===== src/rtl/dose_confirm_monitor_pkg.sv =====
// Shared types and constants for the dose confirmation monitor.
// Other blocks on the dispense path use the same slot encoding.
package dose_confirm_monitor_pkg;

   typedef enum logic [1:0] {
      IDLE      = 2'd0,
      WAIT_DROP = 2'd1,
      MISSED    = 2'd2
   } state_t;

   localparam logic [1:0] SLOT_OVR       = 2'd0;
   localparam logic [1:0] SLOT_MORNING   = 2'd1;
   localparam logic [1:0] SLOT_AFTERNOON = 2'd2;
   localparam logic [1:0] SLOT_EVENING   = 2'd3;

endpackage


===== src/rtl/dose_confirm_monitor_sensor_debounce.sv =====
// Two-flop synchroniser plus level debouncer for a raw GPIO input.
// The stable level changes only after DEBOUNCE_CYCLES consecutive mismatching samples.
module sensor_debounce #(
   parameter int DEBOUNCE_CYCLES = 500000
) (
   input  logic clock,
   input  logic reset,
   input  logic din,
   output logic level,
   output logic rise
);

   localparam int CW = (DEBOUNCE_CYCLES < 2) ? 1 : $clog2(DEBOUNCE_CYCLES + 1);

   logic [1:0]    sync;
   logic [CW-1:0] cnt;

   always_ff @(posedge clock) begin
      if (reset) begin
         sync  <= '0;
         cnt   <= '0;
         level <= 1'b0;
         rise  <= 1'b0;
      end else begin
         sync <= {sync[0], din};
         rise <= 1'b0;
         if (sync[1] != level) begin
            // final mismatching sample: accept the new level
            if (cnt == CW'(DEBOUNCE_CYCLES - 1)) begin
               level <= sync[1];
               rise  <= sync[1];
               cnt   <= '0;
            end else begin
               cnt <= cnt + CW'(1);
            end
         end else begin
            cnt <= '0;
         end
      end
   end

endmodule


===== src/rtl/dose_confirm_monitor.sv =====
// Confirms each dispensed dose drops within a timeout; counts taken/missed doses
// and latches a missed-dose alarm until the user presses KEY.
//
// state     | meaning
// IDLE      | no dose outstanding
// WAIT_DROP | actuator fired, waiting for the drop sensor or timeout
// MISSED    | timeout expired, alarm latched until KEY pressed
module dose_confirm_monitor
   import dose_confirm_monitor_pkg::*;
#(
   parameter int DEBOUNCE_CYCLES = 500000,
   parameter int TIMEOUT_S       = 5,
   parameter int CNT_W           = 8
) (
   input  logic             clock,
   input  logic             reset,
   input  logic             secondP,
   input  logic             dispense_fire,
   input  logic [1:0]       slot,
   input  logic             sensor_in,
   input  logic             key,
   output logic             dose_ok,
   output logic             dose_missed,
   output logic             alarm,
   output logic             stray,
   output logic             overrun,
   output logic             busy,
   output logic [1:0]       last_slot,
   output logic [CNT_W-1:0] taken_count,
   output logic [CNT_W-1:0] missed_count
);

   localparam int SEC_W = (TIMEOUT_S < 2) ? 1 : $clog2(TIMEOUT_S + 1);

   state_t             state, state_n;
   logic [1:0]         slot_cap, slot_cap_n;
   logic [SEC_W-1:0]   sec_cnt, sec_n;
   logic [CNT_W-1:0]   taken_n, missed_n;
   logic [1:0]         last_n;
   logic               alarm_n, ok_n, miss_n, stray_n, over_n;
   logic               drop_evt;
   logic               sensor_level;

   sensor_debounce #(
      .DEBOUNCE_CYCLES(DEBOUNCE_CYCLES)
   ) u_sensor (
      .clock(clock),
      .reset(reset),
      .din  (sensor_in),
      .level(sensor_level),
      .rise (drop_evt)
   );

   always_ff @(posedge clock) begin
      if (reset) begin
         state        <= IDLE;
         slot_cap     <= SLOT_OVR;
         sec_cnt      <= '0;
         dose_ok      <= 1'b0;
         dose_missed  <= 1'b0;
         alarm        <= 1'b0;
         stray        <= 1'b0;
         overrun      <= 1'b0;
         busy         <= 1'b0;
         last_slot    <= SLOT_OVR;
         taken_count  <= '0;
         missed_count <= '0;
      end else begin
         state        <= state_n;
         slot_cap     <= slot_cap_n;
         sec_cnt      <= sec_n;
         dose_ok      <= ok_n;
         dose_missed  <= miss_n;
         alarm        <= alarm_n;
         stray        <= stray_n;
         overrun      <= over_n;
         busy         <= (state_n == WAIT_DROP);
         last_slot    <= last_n;
         taken_count  <= taken_n;
         missed_count <= missed_n;
      end
   end

   always_comb begin
      state_n    = state;
      slot_cap_n = slot_cap;
      sec_n      = sec_cnt;
      taken_n    = taken_count;
      missed_n   = missed_count;
      last_n     = last_slot;
      alarm_n    = alarm;
      ok_n       = 1'b0;
      miss_n     = 1'b0;
      stray_n    = 1'b0;
      over_n     = 1'b0;

      unique case (state)
         IDLE: begin
            if (drop_evt) stray_n = 1'b1;
            if (dispense_fire) begin
               slot_cap_n = slot;
               sec_n      = '0;
               state_n    = WAIT_DROP;
            end
         end
         WAIT_DROP: begin
            if (dispense_fire) over_n = 1'b1;
            // a drop beats a coincident timeout tick
            if (drop_evt) begin
               ok_n    = 1'b1;
               taken_n = (&taken_count) ? taken_count : taken_count + CNT_W'(1);
               last_n  = slot_cap;
               state_n = IDLE;
            end else if (secondP) begin
               if (sec_cnt == SEC_W'(TIMEOUT_S - 1)) begin
                  miss_n   = 1'b1;
                  missed_n = (&missed_count) ? missed_count : missed_count + CNT_W'(1);
                  last_n   = slot_cap;
                  alarm_n  = 1'b1;
                  state_n  = MISSED;
               end else begin
                  sec_n = sec_cnt + SEC_W'(1);
               end
            end
         end
         MISSED: begin
            alarm_n = 1'b1;
            if (dispense_fire) over_n = 1'b1;
            if (drop_evt) stray_n = 1'b1;
            if (!key) begin
               alarm_n = 1'b0;
               state_n = IDLE;
            end
         end
         default: state_n = IDLE;
      endcase
   end

endmodule

===== config.mk =====
export PLATFORM = sky130hd
export DESIGN_NAME = dose_confirm_monitor
export DESIGN_NICKNAME = d
export VERILOG_FILES = /design/src/rtl/dose_confirm_monitor_pkg.sv /design/src/rtl/dose_confirm_monitor_sensor_debounce.sv /design/src/rtl/dose_confirm_monitor.sv
export SDC_FILE = /design/constraint.sdc
export NUM_CORES = 1
export LEC_CHECK = 0
export CORE_ASPECT_RATIO = 0.6
export CORE_UTILIZATION = 35
export CTS_BUF_LIST = sky130_fd_sc_hd__clkbuf_16
export CTS_CLUSTER_DIAMETER = 120
export DETAILED_ROUTE_END_ITERATION = 8
export DONT_BUFFER_PORTS = 1
export SLEW_MARGIN = 15
export SYNTH_ARGS = -nofsm -noshare
export SYNTH_HDL_FRONTEND = slang
export SYNTH_SLANG_ARGS = --single-unit

===== constraint.sdc =====
create_clock -name clock -period 1.6 [get_ports clock]
set_input_delay 0.48 -clock clock [delete_from_list [all_inputs] [get_ports clock]]
set_output_delay 0.48 -clock clock [all_outputs]
set_load 0.005 [all_outputs]

* Yosys cells after proc, flatten, opt, wreduce, memory -nomap -nowiden
Cells that the tools add are included.
Word-level totals: register bits 54, latch bits 0, bits in writable memories 0, ROM bits 0, bits of input ports 8, output and inout bits 24, word-level logic and storage cells 84, memories 0
Cells by class: add/sub/neg operators 4, multiply operators 0, div/mod/pow operators 0, $lt $le $gt $ge 0, eq/ne operators 11, shifts and indexed selects 0, muxes and demuxes 22, bitwise operators 9, reductions and logical operators 22
Operators with widths (number):
- 19-bit by 1-bit adder with 19-bit output, second input constant | 1
- 19-bit == test, second input constant | 1
- 8-bit by 1-bit adder with 8-bit output, second input constant | 2
- 2-bit 2-to-1 mux | 8
- 8-bit AND reduction | 2
- 3-bit 2-to-1 mux | 4
- 2-bit != test, second input constant | 5
- 5-bit AND reduction | 2
- 2-bit OR reduction | 5
- 1-bit inverter | 9
- 2-bit nonzero test | 4
- 1-bit 2-to-1 mux | 7
- 2-bit case mux with 3 select lines | 1
- 3-bit case mux with 2 select lines | 1
- 3-bit AND reduction | 2
- 3-bit OR reduction | 2
- 2-bit by 1-bit == test with 1-bit output, second input constant | 2
- 2-bit AND reduction | 2
- 4-bit AND reduction | 1
- 4-bit OR reduction | 1
- 3-bit by 1-bit adder with 3-bit output, second input constant | 1
- 3-bit == test, second input constant | 1
- 2-bit == test, second input constant | 1
- 2-bit zero test | 1
- 2 further kinds | 2

* Logic depth before layout (Yosys ltp)
Gate-level depths: netlist of run 1.
depth after elaboration 6, depth in mapped cells 7, gate-level depth less buffers 6

* By module
Synthesis of run 1 repeated with hierarchy kept, for this count alone.
Unflattened totals: cells, all modules 279, area, all modules 2647.5 µm²
By module, submodules not included:
- dose_confirm_monitor | instances 1, cells each 165, area an instance 1508.9 µm², seq. area each 620.6 µm²
- sensor_debounce | instances 1, cells each 114, area an instance 1138.6 µm², seq. area each 460.4 µm²

* Worst setup path before layout of run 1
No wires, ideal clock.
path type register to register, from register state[1], to register missed_count[6], library setup time 71 ps, arrival 1644 ps, required time 1529 ps, setup slack -114 ps, stages on the path, launching flop included 7, buffers on the path 0, period minus slack after synthesis 1714 ps, cell sequence dfxtp_1 -> inv_1 -> ha_1 -> nor2b_1 -> nand3_1 -> or4_1 -> a21oi_1
Between the ends: word-level cells in the longest chain between the ends 2
RTL lines:
- start: declaration | RTL line dose_confirm_monitor.sv:35 | state_t state, state_n;
- start signal: assignment | RTL line dose_confirm_monitor.sv:69 | state <= state_n;
- 2-bit by 1-bit == test with 1-bit output | RTL line dose_confirm_monitor.sv:97 | unique case (state)
- 5-bit AND reduction (no line)
- end signal: assignment | RTL line dose_confirm_monitor.sv:80 | missed_count <= missed_n;
- end: declaration | RTL line dose_confirm_monitor.sv:30 | output logic [CNT_W-1:0] missed_count
Every way passes these cells. A chain may end at the register's enable or synchronous reset.

* Worst setup path after layout of run 1
from register u_sensor.cnt[1], to register u_sensor.cnt[1]
Between the ends: word-level cells in the longest chain between the ends 2, elaborated cells on any way between the ends 3, classes of those cells add/sub (1); eq/ne (1); reduce/logical (1)
RTL lines:
- start: declaration | RTL line dose_confirm_monitor_sensor_debounce.sv:16 | logic [CW-1:0] cnt;
- start signal: assignment | RTL line dose_confirm_monitor_sensor_debounce.sv:34 | cnt <= cnt + CW'(1);
- parallel branches: the longest is 2 deep, another holds 19-bit by 1-bit adder with 19-bit output
Several ways; the timed one is not identified.

==> results.json, run 1 <==
{
  "outcome": "complete, but fails checks",
  "violations": "design-rule violations",
  "synthXorXnorAreaFrac_pct": 6.64,
  "hold_path_class": "primary input to flip-flop",
  "io_buffers": 0,
  "synth_edf_count": 0,
  "finalWirelength_um": 6050,
  "clockRootBuffer": "clkbuf_16",
  "clock_latency_ps": 290,
  "grt_pass1_wl_um": 9560,
  "ios": 32,
  "n_antenna_cell": 0,
  "final_common_cell": "buf_4",
  "ant_nets": 0,
  "cp-start-kind": "flip-flop",
  "grt_setup_unrepaired": "yes",
  "synth-async-reset-ratio_pct": 0,
  "initial_utilization_pct": 36.9,
  "report.final.slew_viol_count": 0,
  "tritoncts": "built",
  "yosys_most_used_dff": "dfxtp_1",
  "final-setup-viol-count": 0,
  "synth.avg_cell_area_um2": 8.67,
  "path_cells": "ha_4 -> and4_4 -> nand4_1 -> or3_1 -> and3_1",
  "grt_pass1_vias": 1992,
  "grt_max_degree": 36,
  "ys_seq_area_share_pct": 43.1,
  "die_h_um": 67.5,
  "synthMuxAreaShare_pct": 2.80,
  "path_buf_inv": 0,
  "die_w_um": 111,
  "p_per_area_nw_per_um2": 820,
  "cts.clk_slew.worst_paths_ps": 70,
  "layout.cells.non_filler": 426,
  "wire_per_inst_um": 14.2,
  "htreeDepth": 2,
  "layout_common_cells": "buf_4 (51), dfxtp_1 (43), nor2_1 (37)",
  "p_total_mw": 2.72,
  "fin_area_um2": 3320,
  "first_pass_iters": 7,
  "hold_slack_ps": 251,
  "path_delay_family": "simple AND/OR/NAND/NOR gates",
  "holdBufCountCts": 0,
  "synth_compound_area_share_pct": 11.2,
  "grt_overflow": 0,
  "drv_cap": 0,
  "yosysUniqueCellTypes": 41,
  "slowest_stage": "or3_1",
  "drive_gt1_share_pct": 29.5,
  "irDropWorstVdd_v": 0.000368,
  "place_congestion": 0.803,
  "grt_use_total_pct": 16.2,
  "crit_required_ps": 1780,
  "clock_path_buffers": 2,
  "drtIter0Drc": 120,
  "finalHoldViolCount": 0,
  "postSynthNetCount": 306,
  "ys_seq_elements": 54,
  "worstPathMaxFanout": 5,
  "fin_skew_ps": 7.03,
  "dpl.hpwl_um": 4420,
  "placed_cell_area_um2": 2970,
  "path_class": "flip-flop to flip-flop",
  "ys_warn_count": 0,
  "route.detailed.drc": 2,
  "worstPathArrival_ps": 1770,
  "cts.sinks": 54,
  "area_growth_pct": 32.6,
  "nets": 355,
  "synth-simple-area-share_pct": 28.8,
  "synth_top_family_by_area": "simple AND/OR/NAND/NOR gates",
  "synthesis.area_um2": 2510,
  "core_um2": 6790,
  "rows": 23,
  "cts_inserted_buffers": 5,
  "dr_total_vias": 2258,
  "layout_min_cycle_time_ps": 1590,
  "die_area_um2": 7510,
  "worst_slew_pin_slew_ps": 375,
  "synthAdderAreaFrac_pct": 4.49,
  "synthCells": 289,
  "antenna_found_initial": 0,
  "via_per_inst": 5.30,
  "placed_cells": 417,
  "p_leak_nw": 1.20,
  "slowest_delay_ps": 390,
  "fin_crit_sh_pct": 99.6,
  "slew_headroom_pct": 74.8,
  "crit_path_end_kind": "flip-flop",
  "max_freq_ghz": 0.627
}
[repair_timing]
action                                  4_1_cts  5_1_grt
pin swaps                                     4        5
gates cloned                                  0        0
gates resized for setup                      19       30
buffers inserted                              0        1
endpoints found under the setup margin       31       40
[synthesized netlist by cell type (3+ instances only)]
cell type	number	area share [%]
dfxtp_1	54	43
nor2_1	37	5.5
nand2_1	19	2.8
a21oi_1	15	3.0
nand3_1	13	2.6
nand4_1	12	3.0
o21ai_0	12	2.4
inv_1	10	1.5
xor2_1	10	3.5
ha_1	9	4.5
nor2b_1	9	2.2
xnor2_1	9	3.1
clkbuf_1	7	1.0
mux2i_1	7	2.8
nor4_1	7	1.7
and3_1	6	1.5
nor3_1	5	1.0
a211oi_1	4	1.2
nand2b_1	4	1.0
o31ai_1	4	1.2
or3_1	4	1.0
or4_1	4	1.2
nor4b_1	3	1.0
[power by group]
| part | internal (mW) | switching [mW] | leakage [nW] |
|---|---|---|---|
| Sequential | 1.36 | 0.0135 | 0.442 |
| Clock | 0.728 | 0.470 | 0.0864 |
| Combinational | 0.0760 | 0.0772 | 0.675 |
[flip-flops by register name, indices dropped and copies added (netlist names)]
register and flops:
u_sensor.cnt 19, missed_count 8, taken_count 8, sec_cnt 3, last_slot 2, slot_cap 2
state 2, u_sensor.sync 2, alarm 1, busy 1, dose_missed 1, dose_ok 1
overrun 1, stray 1, u_sensor.level 1, u_sensor.rise 1
[worst paths after layout]
kind	from	endpoint	slack, ps	cells after the start
max	u_sensor.cnt[1]	u_sensor.cnt[1]	6	5
min	reset	missed_count[4]	250	1
max reg2reg	u_sensor.cnt[1]	u_sensor.cnt[1]	6	5
min reg2reg	u_sensor.sync[0]	u_sensor.sync[1]	450	1
[worst reg2reg max path: stages, from the launching register on]
cell and delay [ps]:
dfxtp_2 360, ha_4 140, and4_4 240, nand4_1 170, or3_1 390, and3_1 190
[layer usage]
layer  track usage [%]  vias to the layer above  share of wire, %
met1              22.8                     1057                52
met2              23.0                       55                40
met3              5.12                        8               6.4
li1                  -                     1138                 -
met5                 0                        -                 0
met4              6.25                        0               1.2
[area by class of cell]
cell class,count,area (µm²)
well taps,87,109
flip-flops and latches,54,1100
inverters,10,37.5
fillers,613,3470
clock inverters,3,37.5
multi-input cells,216,1530
repair buffers,51,383
clock buffers,5,125
[cell families after synthesis]
kind of cell / Yosys count
flip-flops: 54
buffers and inverters: 19
multiplexers: 7
AND/OR/NAND/NOR: 135
AO/OA/AOI/OAI: 46
adder cells (fa/ha/maj): 9
XOR/XNOR: 19
[through the flow]
step	worst slack (ps)	setup TNS, ps	util, %
2_1_floorplan	-8.19	-8.19	-
3_3_place_gp	-196	-469	43.7
3_5_place_dp	-126	-541	43.7
4_1_cts	-15.1	-15.1	46.9
5_1_grt	-51.3	-595	48.9
6_report	6.07	0	48.9
No activity file was read; power rests on OpenSTA's default activity.
==> run 2: changes to the inputs <==
--- a/config.mk
+++ b/config.mk
@@ -15,3 +15,4 @@
 export SYNTH_ARGS = -nofsm -noshare
 export SYNTH_HDL_FRONTEND = slang
 export SYNTH_SLANG_ARGS = --single-unit
+export TNS_END_PERCENT = 50
==> results.json, run 2 (synthesized netlist as in run 1, its figures left out) <==
{
  "final_common_cell": "buf_4",
  "grt_pass1_vias": 2006,
  "irDropWorstVdd_v": 0.000524,
  "utilization_pct": 49.2,
  "wire_per_inst_um": 14.2,
  "final-setup-viol-count": 7,
  "cts.clk_slew.worst_paths_ps": 70,
  "cts_inserted_buffers": 5,
  "slowest_stage": "dfxtp_2",
  "rows": 23,
  "worstPathMaxFanout": 9,
  "cp-start-kind": "flip-flop",
  "clock_path_buffers": 2,
  "ios": 32,
  "route.detailed.drc": 2,
  "worst_slew_pin_slew_ps": 404,
  "finalWirelength_um": 6030,
  "io_buffers": 0,
  "path_cells": "ha_4 -> and4_4 -> nand4_1 -> buf_4 -> o21ai_4 -> buf_6 -> a21oi_1",
  "p_leak_nw": 1.20,
  "p_total_mw": 2.71,
  "area_growth_pct": 33.2,
  "drtIter0Drc": 149,
  "register_area_um2": 1100,
  "crit_required_ps": 1770,
  "first_pass_iters": 7,
  "nets": 356,
  "slowest_delay_ps": 350,
  "multiInputGateArea_um2": 1540,
  "die_w_um": 111,
  "largest_reg_flops": 19,
  "layout_common_cells": "buf_4 (50), dfxtp_1 (45), nor2_1 (32)",
  "n_antenna_cell": 0,
  "worstPathArrival_ps": 1780,
  "grt_overflow": 0,
  "initial_utilization_pct": 36.9,
  "drv_cap": 0,
  "fin_skew_ps": 4.80,
  "dr_total_vias": 2203,
  "finalHoldViolCount": 0,
  "drive_gt1_share_pct": 30.7,
  "clock_latency_ps": 280,
  "outcome": "complete, but fails checks",
  "fin_crit_sh_pct": 100,
  "grt_use_total_pct": 16.5,
  "hold_path_class": "primary input to flip-flop",
  "layout_min_cycle_time_ps": 1610,
  "grt_setup_unrepaired": "yes",
  "violations": "design-rule violations, negative setup slack",
  "slew_headroom_pct": 72.9,
  "fillers": 645,
  "holdBufCountCts": 0,
  "ant_nets": 0,
  "fin_ws_ps": -5.48,
  "largest_register": "u_sensor.cnt",
  "grt_max_degree": 36,
  "core_um2": 6790,
  "cts.sinks": 54,
  "path_class": "flip-flop to flip-flop",
  "report.final.slew_viol_count": 0,
  "die_area_um2": 7510,
  "die_h_um": 67.5,
  "place_congestion": 0.804,
  "grt_pass1_wl_um": 9720,
  "biggestRegsByFlops": "u_sensor.cnt (19), missed_count (8), taken_count (8)",
  "dpl.hpwl_um": 4350,
  "layout.cells.non_filler": 426,
  "htreeDepth": 2,
  "p_per_area_nw_per_um2": 812,
  "crit_path_end_kind": "flip-flop",
  "clockRootBuffer": "clkbuf_16",
  "placed_cells": 414,
  "via_per_inst": 5.17,
  "antenna_found_initial": 0,
  "max_freq_ghz": 0.623,
  "tritoncts": "built"
}
[run 2: changes by cell type in the layout (fill, tap and decap cells not counted), sizes merged]
cell / change
buf: +1
clkinv: +1
inv: -2
[run 2: where the power goes]
group          leakage [nW]  internal (mW)  switching, mW  total, mW
logic                 0.679         0.0756         0.0769      0.152
registers             0.441           1.36         0.0128       1.37
clock network        0.0773          0.725          0.463       1.19
[run 2: final timing paths]
kind	startpoint	end	slack (ps)	depth (start not counted)
setup / recovery	u_sensor.cnt[1]	u_sensor.cnt[18]	-5	7
hold / removal	reset	missed_count[6]	250	1
setup reg to reg	u_sensor.cnt[1]	u_sensor.cnt[18]	-5	7
hold reg to reg	u_sensor.sync[0]	u_sensor.sync[1]	450	1
[run 2: routing by layer]
metal / share of wire [%] / up-vias / global-route usage (%)
met2: 40 / 56 / 23.8
met3: 7.0 / 2 / 4.85
met5: 0 / - / 0
met1: 52 / 1017 / 23.9
li1: - / 1128 / -
met4: 0.45 / 0 / 3.55
[run 2: final cells by class]
type	count	share of cell area, %
clock buffer	5	3.75
clock inverter	2	1.01
inverter	10	1.12
multi-input combinational	216	46.1
sequential	54	32.9
tap	87	3.26
timing repair buffer	52	11.9
[run 2: what timing repair did]
action,CTS,global route
gates cloned,0,1
setup buffers,2,2
pin swaps,5,4
setup endpoints to repair,28,38
resized for setup,20,36
[run 2: per-stage QoR]
stage	setup WS, ps	TNS [ps]	area, µm²	hold WS (ps)
floorplan	-11.2	-19.4	2520	414
global placement	-153	-303	2940	423
detailed placement	-134	-569	2940	437
CTS	-3.61	-7.01	3180	250
global route	-79.9	-1540	3340	244
finish	-5.48	-23.2	3340	253
[run 2: critical path: cells and delay by family (launching register included)]
kind            cells  cell delay, ps
compound gates      2             210
fa+ha+maj           1             130
buf+inv             2             380
flops               1             350
simple gates        2             430
